===== src/rtl/bram_fifo.sv =====
// -----------------------------------------------------------------------------
// bram_fifo
//   Synchronous FIFO on an inferred simple-dual-port block RAM with a
//   registered read port. Elastic buffer between the USB packet engine and
//   the endpoint logic.
//
//   Build option (macro BRAM_FIFO_FWFT_EN):
//     undefined : standard mode, dout valid the cycle after an accepted rd.
//     defined   : first-word-fall-through, head word presented on dout
//                 whenever empty==0; rd acknowledges and pops it.
//
// Parameters
//   DW  data word width in bits
//   AW  address width; storage depth = 2**AW words
//
// Ports
//   clk    in   1     single clock, posedge
//   rst_n  in   1     asynchronous active-low reset
//   wr     in   1     write request, accepted when wr && !full
//   din    in   DW    write data
//   rd     in   1     read request / pop, accepted when rd && !empty
//   dout   out  DW    read data (registered)
//   empty  out  1     no word available to read
//   full   out  1     level == 2**AW
//   level  out  AW+1  words held (0..2**AW)
//   ovf    out  1     1-cycle pulse after a write attempted while full
//   unf    out  1     1-cycle pulse after a read attempted while empty
// -----------------------------------------------------------------------------
module bram_fifo #(
  parameter int DW = 8,
  parameter int AW = 9
) (
  input  logic          clk,
  input  logic          rst_n,
  input  logic          wr,
  input  logic [DW-1:0] din,
  input  logic          rd,
  output logic [DW-1:0] dout,
  output logic          empty,
  output logic          full,
  output logic [AW:0]   level,
  output logic          ovf,
  output logic          unf
);

  localparam int unsigned DEPTH_I = 1 << AW;
  localparam logic [AW:0] DEPTH   = DEPTH_I[AW:0];
  localparam logic [AW:0] ONE     = {{AW{1'b0}}, 1'b1};

  logic [DW-1:0] r_mem [DEPTH_I];

  logic [AW:0]   r_wptr;
  logic [AW:0]   r_rptr;
  logic [AW:0]   r_level;
  logic          r_empty;
  logic          r_full;
  logic          r_ovf;
  logic          r_unf;
  logic [DW-1:0] r_dout;

  logic          w_wr_ok;
  logic          w_pop;
  logic [AW:0]   w_level_nxt;

  assign w_wr_ok = wr & ~r_full;
  assign w_pop   = rd & ~r_empty;

  always_comb begin
    w_level_nxt = r_level;
    if (w_wr_ok && !w_pop)
      w_level_nxt = r_level + ONE;
    else if (!w_wr_ok && w_pop)
      w_level_nxt = r_level - ONE;
  end

  // Storage array is never reset; reset only discards it via the pointers.
  always_ff @(posedge clk) begin
    if (w_wr_ok)
      r_mem[r_wptr[AW-1:0]] <= din;
  end

  // Write side, occupancy and error pulses are common to both modes.
  always_ff @(posedge clk or negedge rst_n) begin
    if (!rst_n) begin
      r_wptr  <= '0;
      r_level <= '0;
      r_full  <= 1'b0;
      r_ovf   <= 1'b0;
      r_unf   <= 1'b0;
    end else begin
      if (w_wr_ok)
        r_wptr <= r_wptr + ONE;
      r_level <= w_level_nxt;
      r_full  <= (w_level_nxt == DEPTH);
      r_ovf   <= wr & r_full;
      r_unf   <= rd & r_empty;
    end
  end

`ifdef BRAM_FIFO_FWFT_EN
  // Prefetch: the RAM registered read port feeds r_dout directly. A word is
  // pulled in EMPTY, qualified one cycle later in FETCH, and while VALID each
  // pop immediately refills r_dout from the RAM so bursts have no bubbles.
  typedef enum logic [1:0] {
    S_EMPTY,
    S_FETCH,
    S_VALID
  } state_t;

  state_t      r_state;
  logic [AW:0] w_ram_cnt;
  logic        w_ram_avail;

  // Words still in the RAM, excluding the one already in r_dout.
  assign w_ram_cnt   = r_wptr - r_rptr;
  assign w_ram_avail = (w_ram_cnt != '0);

  always_ff @(posedge clk or negedge rst_n) begin
    if (!rst_n) begin
      r_state <= S_EMPTY;
      r_rptr  <= '0;
      r_dout  <= '0;
      r_empty <= 1'b1;
    end else begin
      case (r_state)
        S_EMPTY: begin
          if (w_ram_avail) begin
            r_dout  <= r_mem[r_rptr[AW-1:0]];
            r_rptr  <= r_rptr + ONE;
            r_state <= S_FETCH;
          end
        end
        S_FETCH: begin
          r_state <= S_VALID;
          r_empty <= 1'b0;
        end
        S_VALID: begin
          if (rd) begin
            if (w_ram_avail) begin
              r_dout <= r_mem[r_rptr[AW-1:0]];
              r_rptr <= r_rptr + ONE;
            end else begin
              r_state <= S_EMPTY;
              r_empty <= 1'b1;
            end
          end
        end
        default: begin
          r_state <= S_EMPTY;
          r_empty <= 1'b1;
        end
      endcase
    end
  end
`else
  // Standard mode: dout loads only on an accepted read and otherwise holds.
  always_ff @(posedge clk or negedge rst_n) begin
    if (!rst_n) begin
      r_rptr  <= '0;
      r_dout  <= '0;
      r_empty <= 1'b1;
    end else begin
      if (w_pop) begin
        r_dout <= r_mem[r_rptr[AW-1:0]];
        r_rptr <= r_rptr + ONE;
      end
      r_empty <= (w_level_nxt == '0);
    end
  end
`endif

  assign dout  = r_dout;
  assign empty = r_empty;
  assign full  = r_full;
  assign level = r_level;
  assign ovf   = r_ovf;
  assign unf   = r_unf;

endmodule


===== config.mk =====
export PLATFORM = sky130hd
export DESIGN_NAME = bram_fifo
export DESIGN_NICKNAME = d
export VERILOG_FILES = /design/src/rtl/bram_fifo.sv
export SDC_FILE = /design/constraint.sdc
export NUM_CORES = 2
export LEC_CHECK = 0
export ABC_AREA = 1
export BUFFER_PORTS_ARGS = -buffer_cell sky130_fd_sc_hd__buf_2
export CELL_PAD_IN_SITES_DETAIL_PLACEMENT = 0
export CELL_PAD_IN_SITES_GLOBAL_PLACEMENT = 1
export CORE_UTILIZATION = 50
export CTS_CLUSTER_SIZE = 24
export DETAILED_ROUTE_END_ITERATION = 16
export PLACE_DENSITY = 0.82
export SLEW_MARGIN = 20
export SYNTH_ARGS = -nofsm -noshare
export SYNTH_HDL_FRONTEND = slang
export SYNTH_SLANG_ARGS = --single-unit

===== constraint.sdc =====
create_clock -name clk -period 2.5 [get_ports clk]
set_input_delay 0.25 -clock clk [delete_from_list [all_inputs] [get_ports clk]]
set_output_delay 0.25 -clock clk [all_outputs]
set_load 0.01 [all_outputs]

# [Yosys cells after proc, flatten, opt, wreduce, memory -nomap -nowiden]
# Memories as Yosys holds them, arrays and structs flattened. A register that Yosys moved wholly into a read port is not among the register bits.
# Index checks and enable logic that the tools add are counted.
[word_totals] romBits=0 in_bits=12 mem_bits_rw=4096 out_inout_bits=22 word_cells=29 regBits=34 memories=1 latchBits=0
[op_classes] muxes=4 n_eq_ne=1 order_cmp=0 n_mul=0 add_sub_neg=4 div_mod_pow=0 n_bitwise=6 shift=0 n_reduce_logical=6
[memory_table] memory="r_mem" depth=512 width=8 read_ports=1 rd_clocked_by_memory_dff=1 wr=1 line_no="50" text="logic [DW-1:0] r_mem [DEPTH_I];"
[ops] op="adder 10 x 1 -> 10 bit (second input constant)" count=3
[ops] op="two-way mux 10 bit" count=2
[ops] op="== test 10 bit (second input constant)" count=1
[ops] op="zero test 10 bit" count=1
[ops] op="subtractor 10 x 1 -> 10 bit (second input constant)" count=1
[ops] op="AND 1 bit" count=4
[ops] op="zero test 1 bit" count=3
[ops] op="logical AND 1 bit" count=2
[ops] op="two-way mux 1 bit" count=2
[ops] op="inverter 1 bit" count=2

# [Longest topological paths before layout]
[logic_depth] ltp_word=7 ltp_mapped=20 ltp_nobuf=17

# [Least setup slack after synthesis]
# OpenSTA, ideal clock, no wires.
[synth_timing] path_kind="flip-flop to flip-flop" startpoint="register r_full, in the netlist full" endpoint="memory r_mem[101][0] (enable)" setup_slack_ns=0.280 path_buffers=2 period_less_slack_ns=2.220 t_arrival_ns=1.850 required_ns=2.130 path_stages_with_launch=10 setup_ns=0.370 cell_sequence="dfrtp_1 inv_1 nand2_1 inv_1 clkbuf_1 nand2_1 nor2_1 inv_1 clkbuf_1 nor2_1"
[synth_via] elab_chain_len=4
[synth_rtl] item="start, declared" line_no="56" text="logic r_full;"
[synth_rtl] item="start signal, assigned" line_no="94" text="r_full <= (w_level_nxt == DEPTH);"
[synth_rtl] item="inverter 1 bit" line_no="65" text="assign w_wr_ok = wr & ~r_full;"
[synth_rtl] item="AND 1 bit" line_no="65"
[synth_rtl] item="two-way mux 1 bit" line_no="78" text="if (w_wr_ok)"
[synth_rtl] item="two-way mux 1 bit (implied by the code)" line_no="79" text="r_mem[r_wptr[AW-1:0]] <= din;"
[synth_rtl] item="end, declared" line_no="50"
# Every way passes these cells.

==> out/results.txt <==
status - finished with violations
failing checks - setup timing
total iterations of the first detailed-routing run - 6
wire per inst - 24.7 um
fillers - 25,900
critical path data required time - 3440 ps
Post-synth EDFFs - 4,096
top cell type's share of synthesized area - 0.727
final max-slew violation count - 0
Setup Skew - 54.5 ps
CTS H-tree lvls - 5
min Tclk post-route - 2810 ps
Clk network pwr share - 0.271
placed cells - 19,600
routed vias/inst - 5.75
Starting Density - 0.503
global-route wire length before repair - 737,000 um
Worst-Skew Late Latency - 990 ps
CTS sink cnt - 4,136
Mapped Cells - 14,400
Slew headroom - 0.445
sequential share of the synthesized area - 0.733
# IOs - 34
area post-placement - 185,000 um2
Die Height - 584 um
fin crit share - 1.12
cell row count - 213
grt total ovfl - 0
Distinct cells, synth - 40
initial antenna violation count - 19
arrival time at the worst endpoint - 3740 ps
Max Buffers Root-to-Sink - 4
Nets - 15,600
DRT Wirelength - 504,000 um
Pleak - 74.6 nW
First DRT Iteration DRCs - 15,300
Worst Setup Start Kind - register
Worst Setup End Kind - register
largest area contributor in the netlist - edfxtp_1
Hold Vio Cnt, Final - 0
ys async rst share - 0.00967
share of layout cells above drive strength 1 - 0.159
Fmax - 356 MHz
Net Sw Frac - 0.376
CP peak stage delay - 530 ps
DIE AREA - 341,000 um2
fin worst setup slack - -306 ps
core area - 337,000 um2
CTS Buf Count - 416
post-DP HPWL - 306,000 um
total of warnings raised by yosys - 0
worst-path fanout max - 25
Antenna Nets Post-Route - 0
number of global-route vias before repair - 112,000
Mapped Nets - 14,500
Switch Pwr - 0.0876 W
synthesized area - 169,000 um2
PwrDens - 1150 nW/um2
share of power burned in registers - 0.333
Hold WC Path Type - in -> reg
area grow syn2layout - 19.4%
vias - 118,000
pin count of the biggest net entering global routing - 115
Final Setup Violations - 8
RePlAce Congestion - 0.913
clk root buf - clkbuf_16
clock-pin slew on the worst setup and hold paths - 60 ps
final non-filler cell total - 20,400
total track usage - 0.291
cell internal pwr - 0.145 W
RSZ-0062 raised after global routing - yes
Worst path slowest cell - dfrtp_4
setup TNS - -2130 ps
max-cap check violation count - 0
Buffers on Ports - 33
Die X-Extent - 584 um
top_reg_cell synth - edfxtp_1
VDD IR-drop max - 0.774 mV
syn_area_per_cell - 11.7 um2
most used cell, CP - nand3_1
Worst-Margin Slew - 833 ps
Comb pwr share - 0.396
Post-route DRC - 0
CP cell instances - buf_6 > inv_16 > buf_12 > buf_12 > buf_4 > nand2_1 > nand3_1 > nand3_1 > nand3_1 > nand3_1 > nand3_1 > nand3_1 > nand2_1 > nand2_1 > nand2_1 > nand3_1 > nand2_1
FF+latch count, synth - 4,136
WS Path Type - reg -> reg
largest cells by area after synthesis - edfxtp_1 73%, nand2_1 11%, nand3_1 9.2%
Final Cell Area - 202,000 um2
TritonCTS clock tree - yes
final core utilization - 0.600
## per-stage QoR
step | power [W] | setup slack, ps | hold WS [ps]
floorplan | 0.125 | 280 | -45.6
global placement | 0.162 | -675 | 434
detailed placement | 0.162 | -677 | 431
CTS | 0.230 | -236 | 219
global route | 0.242 | -338 | 252
finish | 0.233 | -306 | 271
## critical path, delay by kind of cell (launching register included)
family	cells	cell delay (ps)
and+or+nand+nor	12	1290
buffers and inverters	5	910
DFF	1	530
## cells in the mapped netlist (2+ instances only)
cell type,n
nand2_1,5059
inv_2,4
nor2_1,674
a21boi_0,12
o211ai_1,15
nand2_2,2
clkbuf_1,188
nand4_1,2
ha_1,7
dfrtp_1,39
buf_1,42
a31oi_1,5
buf_4,165
nand3_1,3125
buf_2,487
o21ai_1,6
clkinv_1,4
xor2_1,17
buf_6,71
a21oi_1,270
o21ai_0,32
nor3_1,11
inv_1,77
nor4_1,3
buf_8,2
o22ai_1,12
a21boi_1,3
edfxtp_1,4096
inv_4,4
## cells by family (layout without fill, tap and decap cells)
family	count (synthesis)	in the layout	synth area share
DFF	4136	4136	0.733
muxes	1	1	0.0000666
xor gates and xnor gates	18	18	0.000932
adders and majority gates	7	7	0.000518
other	0	8	0
and+or+nand+nor	8880	8880	0.220
AOI/OAI and AO/OA	359	359	0.0113
buffers and inverters	1044	2524	0.0338
## layout make-up
cell class / instances / area (um2) / share of cell area
clock buffer: 513 / 10900 / 0.0540
timing repair inverter: 3 / 50.0 / 0.000248
sequential: 4136 / 124000 / 0.614
inverter: 89 / 443 / 0.00219
clock inverter: 252 / 2840 / 0.0141
antenna: 8 / 20.0 / 0.0000991
multi-input combinational: 9265 / 40600 / 0.201
timing repair buffer: 1667 / 17400 / 0.0862
tap: 4515 / 5650 / 0.0280
## placed cells by master (no fill, tap or decap), types with 33 or more instances in the layout
cell type and instances:
bufinv_16 52, clkbuf_1 89, dfrtp_1 33, clkbuf_16 428, a21oi_1 253, nand3_1 3011
nand3_2 99, nand2_1 4986, edfxtp_1 4096, buf_6 40, clkinv_2 80, buf_12 271
buf_4 1241, nor2_1 639, clkinv_1 82, buf_16 33, inv_1 63, nand2_2 64
## registers in the layout, indices dropped and copies added, names as in the netlist
| register | flops |
|---|---|
| r_mem | 4096 |
| unf | 1 |
| ovf | 1 |
| level | 10 |
| r_wptr | 9 |
| full | 1 |
| dout | 8 |
| r_rptr | 9 |
| empty | 1 |
## timing repair
item / 4_1_cts / 5_1_grt
endpoints found under the setup margin: 52 / 128
gates resized for setup: 223 / 149
cloned: 28 / 7
pin swaps: 16 / 33
endpoints found under the hold margin: 1795 / 0
hold buffers: 15 / 0
buffers inserted: 40 / 7
## power groups by stage
stage | combinational, W | clock [W] | sequential [W]
2_1_floorplan | 0.0461 | 0 | 0.0787
3_3_place_gp | 0.0829 | 0 | 0.0790
3_5_place_dp | 0.0834 | 0 | 0.0790
4_1_cts | 0.0893 | 0.0636 | 0.0775
5_1_grt | 0.0979 | 0.0662 | 0.0775
6_report | 0.0922 | 0.0632 | 0.0776
## metal layers
layer	global-route usage	vias up	part of all wire
met5	0	-	0.000091
met4	0.110	6	0.040
met3	0.0465	964	0.10
met2	0.462	6229	0.47
met1	0.407	57300	0.39
li1	-	53000	-
## worst paths after layout
check | start | end | slack, ps | cells past startpoint
worst max-delay path | r_rptr[0]$_DFFE_PN0P_ | dout[7]$_DFFE_PN0P_ | -310 | 17
worst min-delay path | din[1] | r_mem[366][1]$_DFFE_PP_ | 270 | 2
worst max register to register | r_rptr[0]$_DFFE_PN0P_ | dout[7]$_DFFE_PN0P_ | -310 | 17
worst min register to register | dout[6]$_DFFE_PN0P_ | dout[6]$_DFFE_PN0P_ | 500 | 2
max in group asynchronous | rst_n | r_rptr[1]$_DFFE_PN0P_ | 1620 | 4
min in group asynchronous | rst_n | empty$_DFF_PN1_ | 610 | 3
Note: power is estimated with default switching activity, not from simulation.
